===== src/rtl/id_ex_ctrl_reg.sv =====
// id_ex_ctrl_reg
// Decode-to-execute pipeline register. It captures the decoder control
// bundle, register indices and operands each cycle. It also detects
// load-use hazards against the instruction in E and inserts bubbles.
// Ports:
//   clk, rst                   clock and synchronous active-high reset
//   *D inputs                  decoder control, indices, operands, ValidD
//   FlushE                     kill the instruction entering E (load bubble)
//   StallE                     hold E contents (downstream not ready)
//   *E outputs                 registered copy of the D bundle, ValidE
//   StallD                     combinational hold request to IF/ID
//   BubbleCnt                  saturating count of inserted bubbles
module id_ex_ctrl_reg #(
  parameter int DATA_WIDTH = 32,
  parameter int CNT_WIDTH  = 16
) (
  input  logic                  clk,
  input  logic                  rst,
  input  logic                  RegWriteD,
  input  logic [1:0]            ResultSrcD,
  input  logic                  MemWriteD,
  input  logic                  BranchD,
  input  logic                  ALUSrcD,
  input  logic [1:0]            ALUOpD,
  input  logic                  PcOpD,
  input  logic [4:0]            Rs1D,
  input  logic [4:0]            Rs2D,
  input  logic [4:0]            RdD,
  input  logic [DATA_WIDTH-1:0] RD1D,
  input  logic [DATA_WIDTH-1:0] RD2D,
  input  logic [DATA_WIDTH-1:0] ImmExtD,
  input  logic [DATA_WIDTH-1:0] PCD,
  input  logic                  ValidD,
  input  logic                  FlushE,
  input  logic                  StallE,
  output logic                  RegWriteE,
  output logic [1:0]            ResultSrcE,
  output logic                  MemWriteE,
  output logic                  BranchE,
  output logic                  ALUSrcE,
  output logic [1:0]            ALUOpE,
  output logic                  PcOpE,
  output logic [4:0]            Rs1E,
  output logic [4:0]            Rs2E,
  output logic [4:0]            RdE,
  output logic [DATA_WIDTH-1:0] RD1E,
  output logic [DATA_WIDTH-1:0] RD2E,
  output logic [DATA_WIDTH-1:0] ImmExtE,
  output logic [DATA_WIDTH-1:0] PCE,
  output logic                  ValidE,
  output logic                  StallD,
  output logic [CNT_WIDTH-1:0]  BubbleCnt
);

  typedef struct packed {
    logic                  reg_write;
    logic [1:0]            result_src;
    logic                  mem_write;
    logic                  branch;
    logic                  alu_src;
    logic [1:0]            alu_op;
    logic                  pc_op;
    logic [4:0]            rs1;
    logic [4:0]            rs2;
    logic [4:0]            rd;
    logic [DATA_WIDTH-1:0] rd1;
    logic [DATA_WIDTH-1:0] rd2;
    logic [DATA_WIDTH-1:0] imm_ext;
    logic [DATA_WIDTH-1:0] pc;
    logic                  valid;
  } e_bundle_t;

  localparam logic [1:0] RES_MEM = 2'b01;

  e_bundle_t             e_q, e_d, d_in;
  logic [CNT_WIDTH-1:0]  bubble_cnt_q, bubble_cnt_d;
  logic                  load_use;
  logic                  bubble;

  always_comb begin
    d_in            = '0;
    d_in.reg_write  = RegWriteD;
    d_in.result_src = ResultSrcD;
    d_in.mem_write  = MemWriteD;
    d_in.branch     = BranchD;
    d_in.alu_src    = ALUSrcD;
    d_in.alu_op     = ALUOpD;
    d_in.pc_op      = PcOpD;
    d_in.rs1        = Rs1D;
    d_in.rs2        = Rs2D;
    d_in.rd         = RdD;
    d_in.rd1        = RD1D;
    d_in.rd2        = RD2D;
    d_in.imm_ext    = ImmExtD;
    d_in.pc         = PCD;
    d_in.valid      = ValidD;
  end

  // Rs2 is compared even for instructions that do not read it; the
  // occasional false stall is cheaper than decoding operand usage here.
  always_comb begin
    load_use = e_q.valid && e_q.reg_write && (e_q.result_src == RES_MEM) &&
               (e_q.rd != 5'd0) && ((e_q.rd == Rs1D) || (e_q.rd == Rs2D)) &&
               ValidD;
    StallD   = load_use || StallE;
  end

  // Flush beats hold; hold suppresses the load-use bubble because the
  // load stays in E and the hazard persists until E moves on.
  always_comb begin
    bubble       = FlushE || (!StallE && load_use);
    e_d          = e_q;
    bubble_cnt_d = bubble_cnt_q;
    if (bubble) begin
      e_d = '0;
      if (!(&bubble_cnt_q)) begin
        bubble_cnt_d = bubble_cnt_q + 1'b1;
      end
    end else if (!StallE) begin
      e_d = d_in;
    end
  end

  always_ff @(posedge clk) begin
    if (rst) begin
      e_q          <= '0;
      bubble_cnt_q <= '0;
    end else begin
      e_q          <= e_d;
      bubble_cnt_q <= bubble_cnt_d;
    end
  end

  assign RegWriteE  = e_q.reg_write;
  assign ResultSrcE = e_q.result_src;
  assign MemWriteE  = e_q.mem_write;
  assign BranchE    = e_q.branch;
  assign ALUSrcE    = e_q.alu_src;
  assign ALUOpE     = e_q.alu_op;
  assign PcOpE      = e_q.pc_op;
  assign Rs1E       = e_q.rs1;
  assign Rs2E       = e_q.rs2;
  assign RdE        = e_q.rd;
  assign RD1E       = e_q.rd1;
  assign RD2E       = e_q.rd2;
  assign ImmExtE    = e_q.imm_ext;
  assign PCE        = e_q.pc;
  assign ValidE     = e_q.valid;
  assign BubbleCnt  = bubble_cnt_q;

endmodule


===== config.mk =====
export PLATFORM = sky130hd
export DESIGN_NAME = id_ex_ctrl_reg
export DESIGN_NICKNAME = d
export VERILOG_FILES = /design/src/rtl/id_ex_ctrl_reg.sv
export SDC_FILE = /design/constraint.sdc
export NUM_CORES = 1
export LEC_CHECK = 0
export BUFFER_PORTS_ARGS = -buffer_cell sky130_fd_sc_hd__buf_2
export CORE_MARGIN = 5
export CORE_UTILIZATION = 30
export DETAILED_ROUTE_END_ITERATION = 12
export GPL_TIMING_DRIVEN = 0
export PLACE_DENSITY = 0.66
export SLEW_MARGIN = 40
export SYNTH_ARGS = -nofsm -noshare
export SYNTH_HDL_FRONTEND = slang
export SYNTH_SLANG_ARGS = --single-unit

===== constraint.sdc =====
create_clock -name clk -period 2.7 [get_ports clk]
set_clock_uncertainty 0.2 [all_clocks]
set_input_delay 0.27 -clock clk [delete_from_list [all_inputs] [get_ports clk]]
set_output_delay 0.27 -clock clk [all_outputs]
set_load 0.01 [all_outputs]

* Word-level counts from Yosys, hierarchy flattened
Cells that the tools add are included.
Storage, ports and cells: output and inout port bits 170, input port bits 157, word-level logic and storage cells 35, bits in registers 169
Operators by class: add/sub/neg operators 1, reductions and logical operators 14, eq/ne operators 3, bitwise logic cells 1
Operators by type and width (number):
- $add A16 B1 Y16 const B | 1
- $reduce_and A16 Y1 | 1
- $eq A5 B5 Y1 | 2
- $logic_and A1 B1 Y1 | 6
- $reduce_bool A5 Y1 | 1
- $logic_or A1 B1 Y1 | 3
- $eq A2 B1 Y1 const B | 1
- $reduce_and A2 Y1 | 1
- $reduce_or A2 Y1 | 1
- $logic_not A1 Y1 | 1
- $not A1 Y1 | 1

* Longest topological paths before layout
Gate-level depths: netlist (run 1).
word-level depth 8, gate-level depth with buffers 9

* Worst setup path before layout (run 1)
No wires, ideal clock.
path type register to register, from register e_q, in the netlist RdE[0], to register bubble_cnt_q[1] (netlist: BubbleCnt[1]), stages on the path, launching flop included 9, arrival time 1971 ps, path slack 401 ps, setup time 128 ps, data required time 2372 ps, clock period less this slack 2299 ps, cells stage by stage dfxtp_1 > or4_1 > o2111a_1 > o21a_1 > a21oi_4 > buf_6 > buf_6 > mux2i_1 > nor2_1
On the way: word-level cells in the longest chain between the ends 7
RTL lines:
- start, declared | line 75 | e_bundle_t e_q, e_d, d_in;
- start signal, assigned | line 126 | e_q <= '0;
- start signal, assigned | line 129 | e_q <= e_d;
- $eq A5 B5 Y1 / $reduce_bool A5 Y1 (equally long branches) | line 103 | (e_q.rd != 5'd0) && ((e_q.rd == Rs1D) || (e_q.rd == Rs2D)) &&
- $logic_or A1 B1 Y1 / $logic_and A1 B1 Y1 (equally long branches) | line 103, 102
- $logic_and A1 B1 Y1 (*) (2 in series) | line 103
- $logic_and A1 B1 Y1 (*) | line 111 | bubble = FlushE || (!StallE && load_use);
- $logic_or A1 B1 Y1 (*) | line 111
- $reduce_and A2 Y1 (no line) (*)
- end signal, assigned | line 130 | bubble_cnt_q <= bubble_cnt_d;
- end, declared | line 76 | logic [CNT_WIDTH-1:0] bubble_cnt_q, bubble_cnt_d;
Mark *: on every way between the ends. The rest lies on a longest branch, timed or not. A chain may end at the register's enable or synchronous reset.

* Worst setup path in the final report (run 1)
from register e_q, in the netlist RdE[1], to register bubble_cnt_q[1] (netlist: BubbleCnt[1])
The elaborated chain is that of the path after synthesis.

==> results of run 1 <==
-- worst paths after layout --
check / start / end / cells past startpoint
max reg2reg: RdE[1]$_SDFFE_PP0N_ / BubbleCnt[1]$_SDFFE_PP0P_ / 8
min reg2reg: ImmExtE[21]$_SDFFE_PP0N_ / ImmExtE[21]$_SDFFE_PP0N_ / 2
max: RdE[1]$_SDFFE_PP0N_ / BubbleCnt[1]$_SDFFE_PP0P_ / 8
min: FlushE / BubbleCnt[12]$_SDFFE_PP0P_ / 4
-- layer usage --
| layer | GRT usage, % | part of all wire, % |
|---|---|---|
| met5 | 0 | 0 |
| met4 | 6.52 | 2.7 |
| met2 | 31.1 | 49 |
| met3 | 5.68 | 8.1 |
| met1 | 20.1 | 41 |
-- power breakdown --
part           leakage [nW]  internal [W]  switching, W
combinational          3.53      0.000423      0.000344
clock                 0.287       0.00135       0.00108
sequential             1.38       0.00257     0.0000467
-- final cells by class --
type / count / share of cell area, %
flip-flops and latches: 169 / 32.5
repair buffers: 479 / 30.5
multi-input cells: 402 / 26.2
clock buffers: 20 / 4.39
well taps: 275 / 3.31
plain buffers: 36 / 1.67
clock inverters: 12 / 1.28
inverters: 4 / 0.144
-- cells by family after synthesis --
logic type	count (synthesis)	share of synthesized area, %
AO/OA/AOI/OAI	32	3.27
XOR/XNOR	11	1.53
adder cells (fa/ha/maj)	1	0.199
buffers and inverters	40	2.91
flip-flops	169	53.8
multiplexers	155	24.7
AND/OR/NAND/NOR	203	13.6
-- critical path, cell delays in order, from the launching register on --
cell	delay [ns]
dfxtp_1	0.37
or4_1	0.57
o2111a_1	0.31
o21a_1	0.15
a21oi_4	0.26
buf_6	0.18
buf_6	0.15
mux2i_1	0.20
nor2_1	0.06
-- per-stage QoR --
step           worst slack [ns]  instances
3_3_place_gp            -0.0468       1211
3_5_place_dp             -0.135       1211
6_report                 0.0999       1397
2_1_floorplan             0.401        611
4_1_cts                  0.0362       1397
5_1_grt                 0.00341       1397
-- sequential cells by signal, indices dropped and copies added (netlist names), 2 cells and up --
name        flops
BubbleCnt      16
RdE             5
ALUOpE          2
Rs1E            5
PCE            32
ImmExtE        32
RD1E           32
ResultSrcE      2
Rs2E            5
RD2E           32
-- cells in the final DEF, fill, tap and decap left out, types with 9 or more instances in the layout --
cell type,count
clkbuf_1,21
o21ai_1,9
dlygate4sd3_1,154
dfxtp_1,169
mux2i_1,154
nand2_1,10
clkbuf_16,17
or3_1,9
buf_2,333
xnor2_1,10
nor2_1,156
a21oi_1,12
-- what timing repair did --
action	4_1_cts	5_1_grt
hold buffers	154	0
hold endpoints to repair	156	0
setup buffers	0	0
resized for setup	1	7
endpoints found under the setup margin	113	47
==> flow_metrics.tcl, run 1 <==
set metrics [dict create \
    status "complete, no violations" \
    cp_max_fo 10 \
    via_per_inst 4.47 \
    p_leak_nw 5.19 \
    avgSynthCellArea_sq_um 10.3 \
    synthCells 611 \
    start_util_pct 30.2 \
    max_freq_ghz 0.385 \
    totalWireLength_mm 21.8 \
    synth_most_common_cell "dfxtp_1" \
    ios 327 \
    dpl.hpwl_mm 15.0 \
    synth_seq_cells 169 \
    required_ns 2.78 \
    synth.area.top_cells "dfxtp_1 (54%), mux2i_1 (25%), nor2_1 (9.3%), clkbuf_1 (1.5%), xnor2_1 (1.4%)" \
    min_path_type "primary input to flip-flop" \
    final_core_util_pct 50.0 \
    rrSetupSlack_ns 0.1 \
    cts_tree "built" \
    synth_area_sq_um 6280 \
    core_sq_um 20800 \
    clkTransAtPathRegs_ns 0.07 \
    critical_path_class "flip-flop to flip-flop" \
    avgRoutedWirePerCell_microns 15.6 \
    dieArea_sq_um 23900 \
    hold_viol_final 0 \
    worstMarginPinSlew_ns 0.806 \
    fin_nets 1267 \
    ys_warn_count 0 \
    clock-sinks 169 \
    hold_ws_ns 0.128 \
    syn2layout_area_growth_pct 65.5 \
    die_h_microns 155 \
    finalCriticalPeriod_ns 2.60 \
    yosysUniqueCellTypes 34 \
    rows 53 \
    drtIter0Drc 208 \
    grt_overflow_total 0 \
    gp_congestion 0.814 \
    maxCapViolCount 0 \
    synthesis.nets 769 \
    timing.setup.tns_ns 0 \
    endpoint_kind "flip-flop" \
    p_per_area_nw_per_um2 560 \
    h-tree-depth 4 \
    finalSetupViolCount 0 \
    dr_total_vias 6240 \
    worstPathArrival_ns 2.68 \
    multi_input_area_sq_um 2730 \
    drcViolationCount 0 \
    fin_crit_sh_pct 96.3 \
    dieWidth_microns 155 \
    async_flop_share_pct 0 \
    rsz0062_at_grt "no" \
    drt_pre_antenna_iters 4 \
    synthFlopType "dfxtp_1" \
    ant_nets 0 \
    place.port_buffers 325 \
    cts_buffers 17 \
    dpl-instance-area_sq_um 8260 \
    antenna_cells 0 \
    seqCellArea_sq_um 3380 \
    maxSlewHeadroom_pct 46.2 \
    synth_commonest_cells "dfxtp_1 (169), nor2_1 (156), mux2i_1 (154)" \
    ir_worst_vdd_mv 0.363 \
    antenna_found_initial 0 \
    synth_edf_count 0 \
    stdcell_area_sq_um 10400 \
    synth_largest_area_cell "dfxtp_1" \
    p_total_w 0.00582 \
    synth_top_area_share_pct 53.8 \
    layout-drive-gt1-share_pct 33.7 \
    root_buffer "clkbuf_16" \
    fillers 1864 \
    grt_usage_pct 17.7 \
    slew_viol_final 0 \
    cp-start-kind "flip-flop" \
    clk_path_buf_depth 2 \
    grt_pass1_vias 6605 \
    insertion_delay_ns 0.42 \
    grt_max_degree 17 \
    yosysSeqAreaShare_pct 53.8 \
    grt_first_pass_wirelength_mm 34.4 \
]
Note: power is estimated with default switching activity, not from simulation.
==> inputs of run 2 (changes only) <==
--- a/config.mk
+++ b/config.mk
@@ -6,11 +6,13 @@
 export NUM_CORES = 1
 export LEC_CHECK = 0
 export BUFFER_PORTS_ARGS = -buffer_cell sky130_fd_sc_hd__buf_2
+export CELL_PAD_IN_SITES_DETAIL_PLACEMENT = 0
+export CELL_PAD_IN_SITES_GLOBAL_PLACEMENT = 1
 export CORE_MARGIN = 5
 export CORE_UTILIZATION = 30
 export DETAILED_ROUTE_END_ITERATION = 12
 export GPL_TIMING_DRIVEN = 0
-export PLACE_DENSITY = 0.66
+export PLACE_DENSITY = 0.83
 export SLEW_MARGIN = 40
 export SYNTH_ARGS = -nofsm -noshare
 export SYNTH_HDL_FRONTEND = slang
==> flow_metrics.tcl, run 2 (synthesis gave the netlist of run 1 again) <==
set metrics [dict create \
    drcViolationCount 0 \
    grt_overflow_total 0 \
    final_common_cell "buf_2" \
    insertion_delay_ns 0.41 \
    drtIter0Drc 236 \
    ant_nets 0 \
    cts_tree "built" \
    required_ns 2.79 \
    antenna_cells 0 \
    grt_usage_pct 17.5 \
    antenna_found_initial 0 \
    dr_total_vias 6138 \
    layout-drive-gt1-share_pct 33.5 \
    final_core_util_pct 50.0 \
    p_per_area_nw_per_um2 565 \
    pre_cts_ws_ns -0.259 \
    worstMarginPinSlew_ns 0.760 \
    min_path_type "primary input to flip-flop" \
    p_total_w 0.00589 \
    cts_buffers 17 \
    path_cells "or4_1 -> o2111a_1 -> o21a_1 -> a21oi_4 -> buf_6 -> buf_6 -> mux2i_1 -> nor2_1" \
    grt_first_pass_wirelength_mm 33.9 \
    cp-start-kind "flip-flop" \
    dpl-instance-area_sq_um 8260 \
    stdcell_area_sq_um 10400 \
    ff2ff_path_depth 8 \
    syn2layout_area_growth_pct 65.8 \
    dieWidth_microns 155 \
    rows 53 \
    post_cts_buffers 0 \
    worst-path-stages 8 \
    via_per_inst 4.39 \
    core_sq_um 20800 \
    ios 327 \
    endpoint_kind "flip-flop" \
    place.port_buffers 325 \
    mostFrequentLayoutCells "buf_2 (333), dfxtp_1 (169), nor2_1 (156)" \
    dieArea_sq_um 23900 \
    h-tree-depth 4 \
    fin_nets 1267 \
    finalCriticalPeriod_ns 2.56 \
    clk_path_buf_depth 2 \
    slew_viol_final 0 \
    finalSetupViolCount 0 \
    status "complete, no violations" \
    max_freq_ghz 0.390 \
    root_buffer "clkbuf_16" \
    clkTransAtPathRegs_ns 0.07 \
    timing.setup.tns_ns 0 \
    ir_worst_vdd_mv 0.358 \
    crit_slowest_cell "or4_1" \
    gp_congestion 0.772 \
    dpl.hpwl_mm 14.9 \
    maxSlewHeadroom_pct 49.3 \
    fin_crit_sh_pct 94.9 \
    critical_path_class "flip-flop to flip-flop" \
    hold_viol_final 0 \
    maxCapViolCount 0 \
    hold_depth 4 \
    start_util_pct 30.2 \
    clock-sinks 169 \
    critPathMaxStageDelay_ns 0.60 \
    avgRoutedWirePerCell_microns 15.2 \
    totalWireLength_mm 21.3 \
    die_h_microns 155 \
    grt_max_degree 17 \
    crit_buf_inv 2 \
    drt_pre_antenna_iters 4 \
    rsz0062_at_grt "no" \
    fin_ws_ns 0.138 \
    grt_pass1_vias 6611 \
    cp_common_cell "buf_6" \
    cp_top_family "compound AO/OA/AOI/OAI gates" \
    cp_max_fo 10 \
    worstPathArrival_ns 2.65 \
    p_leak_nw 5.20 \
]
-- run 2: path summary, 6_finish.rpt --
kind | startpoint | slack (ns) | end
max | RdE[0]$_SDFFE_PP0N_ | 0.14 | BubbleCnt[1]$_SDFFE_PP0P_
min | FlushE | 0.14 | BubbleCnt[12]$_SDFFE_PP0P_
max reg2reg | RdE[0]$_SDFFE_PP0N_ | 0.14 | BubbleCnt[1]$_SDFFE_PP0P_
min reg2reg | ImmExtE[19]$_SDFFE_PP0N_ | 0.29 | ImmExtE[19]$_SDFFE_PP0N_
-- run 2: stage by stage --
stage	instances	hold WS, ns
final	1397	0.145
after global routing	1397	0.136
after detailed placement	1211	0.280
after global placement	1211	0.269
after floorplan	611	0.139
after CTS	1397	0.119
-- run 2: cell type report --
cell class | instances | area, sq um
buffer | 36 | 171
multi-input combinational | 402 | 2730
inverter | 4 | 15.0
fill | 1889 | 10400
timing repair buffer | 479 | 3170
clock inverter | 13 | 161
tap | 275 | 344
sequential | 169 | 3380
clock buffer | 19 | 443
-- run 2: repair_timing --
action / in CTS / in global routing
cloned: 0 / 0
setup endpoints to repair: 150 / 139
gates resized for setup: 2 / 5
hold endpoints to repair: 156 / 0
pin swaps: 0 / 1
hold buffers: 154 / 0
-- run 2: report_power, final --
group          leakage (nW)  internal [W]  total, W  switching (W)
clock network         0.290       0.00142   0.00251        0.00109
registers              1.38       0.00257   0.00262      0.0000455
logic                  3.53      0.000422  0.000762       0.000339
total                  5.20       0.00441   0.00589        0.00148
-- run 2: worst reg2reg max path, stage by stage (launching register included) --
cell and delay (ns):
dfxtp_1 0.37, or4_1 0.60, o2111a_1 0.32, o21a_1 0.15, a21oi_4 0.24, buf_6 0.18, buf_6 0.15, mux2i_1 0.18
nor2_1 0.05
-- run 2: per-layer routing --
metal  wire (microns)  part of all wire (%)  GRT usage (%)
met5                0                     0              0
met2            10300                    48           31.0
met1             8850                    42           20.3
met3             1920                   9.0           5.82
met4              243                   1.1           4.21
